**src/rtl/eeprom_arb_pkg.sv**
```systemverilog
// Shared types for the two-requester EEPROM access arbiter.
// Latency: n/a (types and a combinational helper only).
// Backpressure: n/a.
package eeprom_arb_pkg;

    typedef enum logic [1:0] {
        IDLE    = 2'd0,
        ACCESS  = 2'd1,
        WR_WAIT = 2'd2
    } arb_state_e;

    // Requester index: 0 = r0, 1 = r1.
    typedef logic req_idx_t;

    // Pointing "last grant" at r1 out of reset makes r0 win the first tie.
    localparam req_idx_t LAST_GRANT_RST = 1'b1;

    // One-hot two-bit grant to requester index.
    function automatic req_idx_t grant_to_idx(input logic [1:0] grant);
        return req_idx_t'(grant[1]);
    endfunction

endpackage

```
**src/rtl/eeprom_access_arbiter_if.sv**
```systemverilog
// Requester and array-side signals of the EEPROM access arbiter.
// Latency: n/a (signal bundle).
// Backpressure: rN_valid/rN_ready handshake per requester; array port has none.
interface eeprom_access_arbiter_if #(
    parameter int ADDR_W = 11,
    parameter int DATA_W = 8
);
    logic              r0_valid;
    logic              r0_ready;
    logic              r0_we;
    logic [ADDR_W-1:0] r0_addr;
    logic [DATA_W-1:0] r0_wdata;
    logic [DATA_W-1:0] r0_rdata;
    logic              r0_rvalid;

    logic              r1_valid;
    logic              r1_ready;
    logic              r1_we;
    logic [ADDR_W-1:0] r1_addr;
    logic [DATA_W-1:0] r1_wdata;
    logic [DATA_W-1:0] r1_rdata;
    logic              r1_rvalid;

    logic [ADDR_W-1:0] mem_addr;
    logic [DATA_W-1:0] mem_din;
    logic              mem_we;
    logic [DATA_W-1:0] mem_dout;

    logic              busy;

    // Arbiter side.
    modport slave (
        input  r0_valid, r0_we, r0_addr, r0_wdata,
        output r0_ready, r0_rdata, r0_rvalid,
        input  r1_valid, r1_we, r1_addr, r1_wdata,
        output r1_ready, r1_rdata, r1_rvalid,
        output mem_addr, mem_din, mem_we,
        input  mem_dout,
        output busy
    );

    // Requesters plus the array model.
    modport master (
        output r0_valid, r0_we, r0_addr, r0_wdata,
        input  r0_ready, r0_rdata, r0_rvalid,
        output r1_valid, r1_we, r1_addr, r1_wdata,
        input  r1_ready, r1_rdata, r1_rvalid,
        input  mem_addr, mem_din, mem_we,
        output mem_dout,
        input  busy
    );

endinterface

```
**src/rtl/eeprom_rr_arb2.sv**
```systemverilog
// Two-way round-robin grant: one-hot winner among valid requesters.
// Latency: combinational.
// Backpressure: grant is forced to zero while enable is low.
module eeprom_rr_arb2
    import eeprom_arb_pkg::*;
(
    input  logic [1:0] valid,
    input  req_idx_t   last_grant,
    input  logic       enable,
    output logic [1:0] grant
);

    // A lone requester always wins; on a tie the one not granted last wins.
    always_comb begin
        grant = 2'b00;
        if (enable) begin
            case (valid)
                2'b01:   grant = 2'b01;
                2'b10:   grant = 2'b10;
                2'b11:   grant = (last_grant == 1'b1) ? 2'b01 : 2'b10;
                default: grant = 2'b00;
            endcase
        end
    end

endmodule

```
**src/rtl/eeprom_access_arbiter.sv**
```systemverilog
// Serialises two requesters onto one EEPROM array port with write-cycle busy time.
// Latency: read accepted at T returns rvalid at T+2; write strobes at T+1, idle after WR_CYCLES.
// Backpressure: rN_ready only in IDLE; nothing is accepted while busy.
module eeprom_access_arbiter
    import eeprom_arb_pkg::*;
#(
    parameter int ADDR_W    = 11,
    parameter int DATA_W    = 8,
    parameter int WR_CYCLES = 16
)(
    input  logic                    clk,
    input  logic                    rst_n,
    eeprom_access_arbiter_if.slave  bus
);

    localparam int CNT_W    = (WR_CYCLES > 0) ? $clog2(WR_CYCLES + 1) : 1;
    localparam int CNT_LOAD = (WR_CYCLES > 0) ? WR_CYCLES - 1 : 0;

    arb_state_e        state_q, state_d;
    logic [CNT_W-1:0]  cnt_q, cnt_d;
    req_idx_t          last_q, last_d;
    req_idx_t          idx_q, idx_d;
    logic              we_q, we_d;
    logic [ADDR_W-1:0] addr_q, addr_d;
    logic [DATA_W-1:0] wdata_q, wdata_d;
    logic [DATA_W-1:0] rdata0_q, rdata0_d;
    logic [DATA_W-1:0] rdata1_q, rdata1_d;
    logic              rvalid0_q, rvalid0_d;
    logic              rvalid1_q, rvalid1_d;

    logic [1:0]        grant;
    logic              accept;
    req_idx_t          win_idx;

    // Grants are only offered in IDLE and never while reset is asserted.
    eeprom_rr_arb2 u_rr_arb (
        .valid      ({bus.r1_valid, bus.r0_valid}),
        .last_grant (last_q),
        .enable     (rst_n && (state_q == IDLE)),
        .grant      (grant)
    );

    assign accept  = |grant;
    assign win_idx = grant_to_idx(grant);

    // Next-state: latch the winner's request, sequence the array, count write busy time.
    always_comb begin
        state_d   = state_q;
        cnt_d     = cnt_q;
        last_d    = last_q;
        idx_d     = idx_q;
        we_d      = we_q;
        addr_d    = addr_q;
        wdata_d   = wdata_q;
        rdata0_d  = rdata0_q;
        rdata1_d  = rdata1_q;
        rvalid0_d = 1'b0;
        rvalid1_d = 1'b0;

        case (state_q)
            IDLE: begin
                if (accept) begin
                    idx_d   = win_idx;
                    last_d  = win_idx;
                    we_d    = win_idx ? bus.r1_we    : bus.r0_we;
                    addr_d  = win_idx ? bus.r1_addr  : bus.r0_addr;
                    wdata_d = win_idx ? bus.r1_wdata : bus.r0_wdata;
                    state_d = ACCESS;
                end
            end
            ACCESS: begin
                if (we_q) begin
                    if (WR_CYCLES > 0) begin
                        state_d = WR_WAIT;
                        cnt_d   = CNT_W'(CNT_LOAD);
                    end else begin
                        state_d = IDLE;
                    end
                end else begin
                    state_d = IDLE;
                    if (idx_q == 1'b0) begin
                        rdata0_d  = bus.mem_dout;
                        rvalid0_d = 1'b1;
                    end else begin
                        rdata1_d  = bus.mem_dout;
                        rvalid1_d = 1'b1;
                    end
                end
            end
            WR_WAIT: begin
                if (cnt_q == '0) begin
                    state_d = IDLE;
                end else begin
                    cnt_d = cnt_q - CNT_W'(1);
                end
            end
            default: state_d = IDLE;
        endcase
    end

    // State and datapath registers; reset abandons any access in flight.
    always_ff @(posedge clk) begin
        if (!rst_n) begin
            state_q   <= IDLE;
            cnt_q     <= '0;
            last_q    <= LAST_GRANT_RST;
            idx_q     <= 1'b0;
            we_q      <= 1'b0;
            addr_q    <= '0;
            wdata_q   <= '0;
            rdata0_q  <= '0;
            rdata1_q  <= '0;
            rvalid0_q <= 1'b0;
            rvalid1_q <= 1'b0;
        end else begin
            state_q   <= state_d;
            cnt_q     <= cnt_d;
            last_q    <= last_d;
            idx_q     <= idx_d;
            we_q      <= we_d;
            addr_q    <= addr_d;
            wdata_q   <= wdata_d;
            rdata0_q  <= rdata0_d;
            rdata1_q  <= rdata1_d;
            rvalid0_q <= rvalid0_d;
            rvalid1_q <= rvalid1_d;
        end
    end

    assign bus.r0_ready  = grant[0];
    assign bus.r1_ready  = grant[1];
    assign bus.r0_rdata  = rdata0_q;
    assign bus.r1_rdata  = rdata1_q;
    assign bus.r0_rvalid = rvalid0_q;
    assign bus.r1_rvalid = rvalid1_q;

    // Array port always shows the latched request; the strobe is gated by reset
    // so an aborted write never reaches the array.
    assign bus.mem_addr  = addr_q;
    assign bus.mem_din   = wdata_q;
    assign bus.mem_we    = rst_n && (state_q == ACCESS) && we_q;
    assign bus.busy      = rst_n && (state_q != IDLE);

endmodule

```
**src/flat_wrapper.sv**
```systemverilog
// flat-port wrapper written by rule: the top's interface ports become plain ports
module eeprom_access_arbiter_flat import eeprom_arb_pkg::*;
#(
    parameter int ADDR_W    = 11,
    parameter int DATA_W    = 8,
    parameter int WR_CYCLES = 16
)
  (clk, rst_n, bus_r0_valid, bus_r0_we, bus_r0_addr, bus_r0_wdata, bus_r0_ready, bus_r0_rdata, bus_r0_rvalid, bus_r1_valid, bus_r1_we, bus_r1_addr, bus_r1_wdata, bus_r1_ready, bus_r1_rdata, bus_r1_rvalid, bus_mem_addr, bus_mem_din, bus_mem_we, bus_mem_dout, bus_busy);
  eeprom_access_arbiter_if #(.ADDR_W(ADDR_W), .DATA_W(DATA_W)) bus_i ();
  input  logic clk;
  input  logic rst_n;
  input wire logic [$bits(bus_i.r0_valid)-1:0] bus_r0_valid;
  input wire logic [$bits(bus_i.r0_we)-1:0] bus_r0_we;
  input wire logic [$bits(bus_i.r0_addr)-1:0] bus_r0_addr;
  input wire logic [$bits(bus_i.r0_wdata)-1:0] bus_r0_wdata;
  output wire logic [$bits(bus_i.r0_ready)-1:0] bus_r0_ready;
  output wire logic [$bits(bus_i.r0_rdata)-1:0] bus_r0_rdata;
  output wire logic [$bits(bus_i.r0_rvalid)-1:0] bus_r0_rvalid;
  input wire logic [$bits(bus_i.r1_valid)-1:0] bus_r1_valid;
  input wire logic [$bits(bus_i.r1_we)-1:0] bus_r1_we;
  input wire logic [$bits(bus_i.r1_addr)-1:0] bus_r1_addr;
  input wire logic [$bits(bus_i.r1_wdata)-1:0] bus_r1_wdata;
  output wire logic [$bits(bus_i.r1_ready)-1:0] bus_r1_ready;
  output wire logic [$bits(bus_i.r1_rdata)-1:0] bus_r1_rdata;
  output wire logic [$bits(bus_i.r1_rvalid)-1:0] bus_r1_rvalid;
  output wire logic [$bits(bus_i.mem_addr)-1:0] bus_mem_addr;
  output wire logic [$bits(bus_i.mem_din)-1:0] bus_mem_din;
  output wire logic [$bits(bus_i.mem_we)-1:0] bus_mem_we;
  input wire logic [$bits(bus_i.mem_dout)-1:0] bus_mem_dout;
  output wire logic [$bits(bus_i.busy)-1:0] bus_busy;
  assign bus_i.r0_valid = bus_r0_valid;
  assign bus_i.r0_we = bus_r0_we;
  assign bus_i.r0_addr = bus_r0_addr;
  assign bus_i.r0_wdata = bus_r0_wdata;
  assign bus_r0_ready = bus_i.r0_ready;
  assign bus_r0_rdata = bus_i.r0_rdata;
  assign bus_r0_rvalid = bus_i.r0_rvalid;
  assign bus_i.r1_valid = bus_r1_valid;
  assign bus_i.r1_we = bus_r1_we;
  assign bus_i.r1_addr = bus_r1_addr;
  assign bus_i.r1_wdata = bus_r1_wdata;
  assign bus_r1_ready = bus_i.r1_ready;
  assign bus_r1_rdata = bus_i.r1_rdata;
  assign bus_r1_rvalid = bus_i.r1_rvalid;
  assign bus_mem_addr = bus_i.mem_addr;
  assign bus_mem_din = bus_i.mem_din;
  assign bus_mem_we = bus_i.mem_we;
  assign bus_i.mem_dout = bus_mem_dout;
  assign bus_busy = bus_i.busy;
  eeprom_access_arbiter #(.ADDR_W(ADDR_W), .DATA_W(DATA_W), .WR_CYCLES(WR_CYCLES)) u_core (.clk(clk), .rst_n(rst_n), .bus(bus_i));
endmodule
```
**config.mk**
```make
export PLATFORM = sky130hd
export DESIGN_NAME = eeprom_access_arbiter_flat
export DESIGN_NICKNAME = d
export VERILOG_FILES = /design/src/rtl/eeprom_arb_pkg.sv /design/src/rtl/eeprom_access_arbiter_if.sv /design/src/rtl/eeprom_rr_arb2.sv /design/src/rtl/eeprom_access_arbiter.sv /design/src/flat_wrapper.sv
export SDC_FILE = /design/constraint.sdc
export NUM_CORES = 1
export LEC_CHECK = 0
export ABC_AREA = 1
export BUFFER_PORTS_ARGS = -buffer_cell sky130_fd_sc_hd__buf_2
export CORE_AREA = 8 8 75 77
export CTS_CLUSTER_DIAMETER = 150
export DETAILED_ROUTE_END_ITERATION = 8
export DIE_AREA = 0 0 83 85
export PLACE_DENSITY = 0.94
export SYNTH_ARGS = -nofsm -noshare
export SYNTH_HDL_FRONTEND = slang
export SYNTH_SLANG_ARGS = --single-unit
```
**constraint.sdc**
```tcl
create_clock -name clk -period 3.9 [get_ports clk]
set_clock_uncertainty 0.05 [all_clocks]
set_input_delay 0.39 -clock clk [delete_from_list [all_inputs] [get_ports clk]]
set_output_delay 0.39 -clock clk [all_outputs]
set_load 0.02 [all_outputs]
```
==> run metrics <==
status=finished, final reports clean; Mapped Cells=330; total congestion overflow=0; first-pass GRT wire length=9577 um; Slew @ Worst Pin=0.6245 ns; count of unique library cells instantiated by Yosys=19; RSZ-0062 raised after global routing=no; Clk pin slew, worst setup/hold paths=0.09 ns; DRC viols=0; area grow syn2layout=24.97%; critical path peak fanout=23; Startpoint Class=flop; synth warn=0; Die W=83 um; post-synth top area share=42.39%; critical setup path kind=flop to output pin; crit path DAT=2.27 ns; CP dominant cell by count=inv_2; commonest non-fill, non-tap cell in the layout=buf_2; r2r setup slk=1.77 ns; layout cells sized above 1=31.41%; clock buffer depth=2; DIE AREA=7055 um2; largest cells by area after synthesis=dfxtp_1, nand2_1, inv_1; total wire length=5603 um; Critical Path End Type=output pin; post-route clock period utilization=69.48%; area leader, netlist=dfxtp_1; I/O pin count=93; P per Cell Area=606.9 nW/um2; Post-Syn Nets=387; area of the mapped netlist=2220 um2; largest net degree at the start of global routing=46; Slew HR=58.22%; vias in the first global route=2,227; Critical Path RT=3.46 ns; # hold bufs at CTS=0; final instance area=2774 um2; Total Power=0.001683 W; Hold Vio Cnt, Final=0; dpl ws=1.385 ns; most frequent cells in the layout=buf_2, nand2_1, dfxtp_1; # resized after CTS=0; CTS Sinks=47; Post-CTS Setup Bufs=0; Yosys reg bits=47; drt first pass iters=4; all-layer global routing usage=15.78%; port bufs=92; Die Ht=85 um; H-tree depth=2; initial antenna violation count=0; min Tclk post-route=2.710 ns; fin nets=473; dpl hpwl=4205 um; vias=2,267; clk root buf=clkbuf_8; cells traversed along the worst timing path=inv_1 -> ha_1 -> nand2_1 -> inv_2 -> nand3_2 -> inv_2 -> buf_2; FP Rows=25; # fillers=428; clock latency at the later pin of the worst-skew pair=0.30 ns; Initial Utilization=48.94%; Hold Worst Slack=0.2863 ns; hold crit path type=primary input to flop; max cap viols=0; Num CTS Buffers=5; hold path start=bus_mem_dout[0]; Antenna diodes=0; Final ANT Viol Nets=0; GPL Wtd Cong=0.8262; CORE AREA=4536 um2; CTS tree=built; Setup violations, final=0; Detailed Route Iter0 Violations=124; Leak=1.583 nW; CP max stage delay=0.45 ns; placement-stage cell area=2675 um2; Final Slew Violations=0; setup_tns=0 ns; Final WS setup=1.190 ns; Avg Cell Area, Syn=6.726 um2; worst r2r src=u_core.state_q[1]$_SDFFE_PN0P_; detail-routed via count per cell=4.813; register area share after synthesis=42.39%; DR WL/cell=11.90 um; Setup crit start=u_core.state_q[1]$_SDFFE_PN0P_; CP max-delay cell=inv_2; Max Freq=369.0 MHz; VDD IR max=0.0003353 V
synthesized netlist by cell type:
| master | count |
|---|---|
| buf_6 | 2 |
| buf_2 | 7 |
| o21ai_1 | 18 |
| dfxtp_1 | 47 |
| o211ai_1 | 1 |
| nand2_2 | 1 |
| nor2_1 | 26 |
| o21ai_0 | 20 |
| clkbuf_1 | 4 |
| nand2_1 | 85 |
| a21oi_1 | 14 |
| buf_4 | 1 |
| a21boi_2 | 1 |
| ha_1 | 5 |
| nand3_1 | 27 |
| nand3_2 | 4 |
| inv_2 | 24 |
| nand4_1 | 3 |
| inv_1 | 40 |
power breakdown:
group	internal [W]	switching [W]	leakage, nW
Sequential	0.000599	0.0000638	0.386
Combinational	0.000241	0.000469	1.15
Clock	0.000145	0.000167	0.0474
critical path, delay by kind of cell (launching register included):
family                   cells  cell delay [ns]
buffers and inverters        4             0.88
flip-flops                   1             0.32
AND/OR/NAND/NOR              2             0.47
adder cells (fa/ha/maj)      1             0.29
cell type report:
| type | instances | area, um2 | area share [%] |
|---|---|---|---|
| Sequential cell | 47 | 940.9 | 33.92 |
| Multi-Input combinational cell | 205 | 958.4 | 34.55 |
| Inverter | 64 | 240.2 | 8.660 |
| Clock buffer | 6 | 82.58 | 2.977 |
| Clock inverter | 2 | 16.27 | 0.5864 |
| Timing Repair Buffer | 93 | 467.9 | 16.87 |
| Tap cell | 54 | 67.56 | 2.436 |
cell families (layout without fill, tap and decap cells):
group / count (synthesis) / after routing / synth area share [%]
AO/OA/AOI/OAI: 54 / 54 / 12.57
flip-flops: 47 / 47 / 42.39
buffers and inverters: 78 / 165 / 14.43
AND/OR/NAND/NOR: 146 / 146 / 27.79
adder cells (fa/ha/maj): 5 / 5 / 2.818
routing by layer:
layer	track usage (%)	share of wire, %	vias to the layer above
li1	-	-	1188
met1	17.29	44	989
met2	26.94	48	86
met3	6.130	7.0	4
met4	5.751	0.84	0
met5	0	0	-
sequential cells by signal (all words and copies together) (netlist names):
name and count:
u_core.bus.mem_addr 11, u_core.bus.mem_din 8, u_core.bus.r0_rdata 8, u_core.bus.r1_rdata 8
u_core.cnt_q 5, u_core.state_q 2, u_core.bus.r0_rvalid 1, u_core.bus.r1_rvalid 1
u_core.idx_q 1, u_core.last_q 1, u_core.we_q 1
worst paths after layout:
| kind | depth (start not counted) | to |
|---|---|---|
| worst min-delay path | 3 | u_core.bus.r0_rdata[0]$_SDFFE_PN0P_ |
| worst max-delay path | 7 | bus_r1_ready |
| worst max register to register | 10 | u_core.bus.mem_addr[7]$_SDFFE_PN0P_ |
| worst min register to register | 2 | u_core.bus.r1_rdata[0]$_SDFFE_PN0P_ |
through the flow:
step | cells | utilization [%]
floorplan | 330 | -
global placement | 463 | 58.98
detailed placement | 463 | 58.98
CTS | 471 | 61.16
global route | 471 | 61.16
finish | 471 | 61.16
No activity file was read; power rests on OpenSTA's default activity.
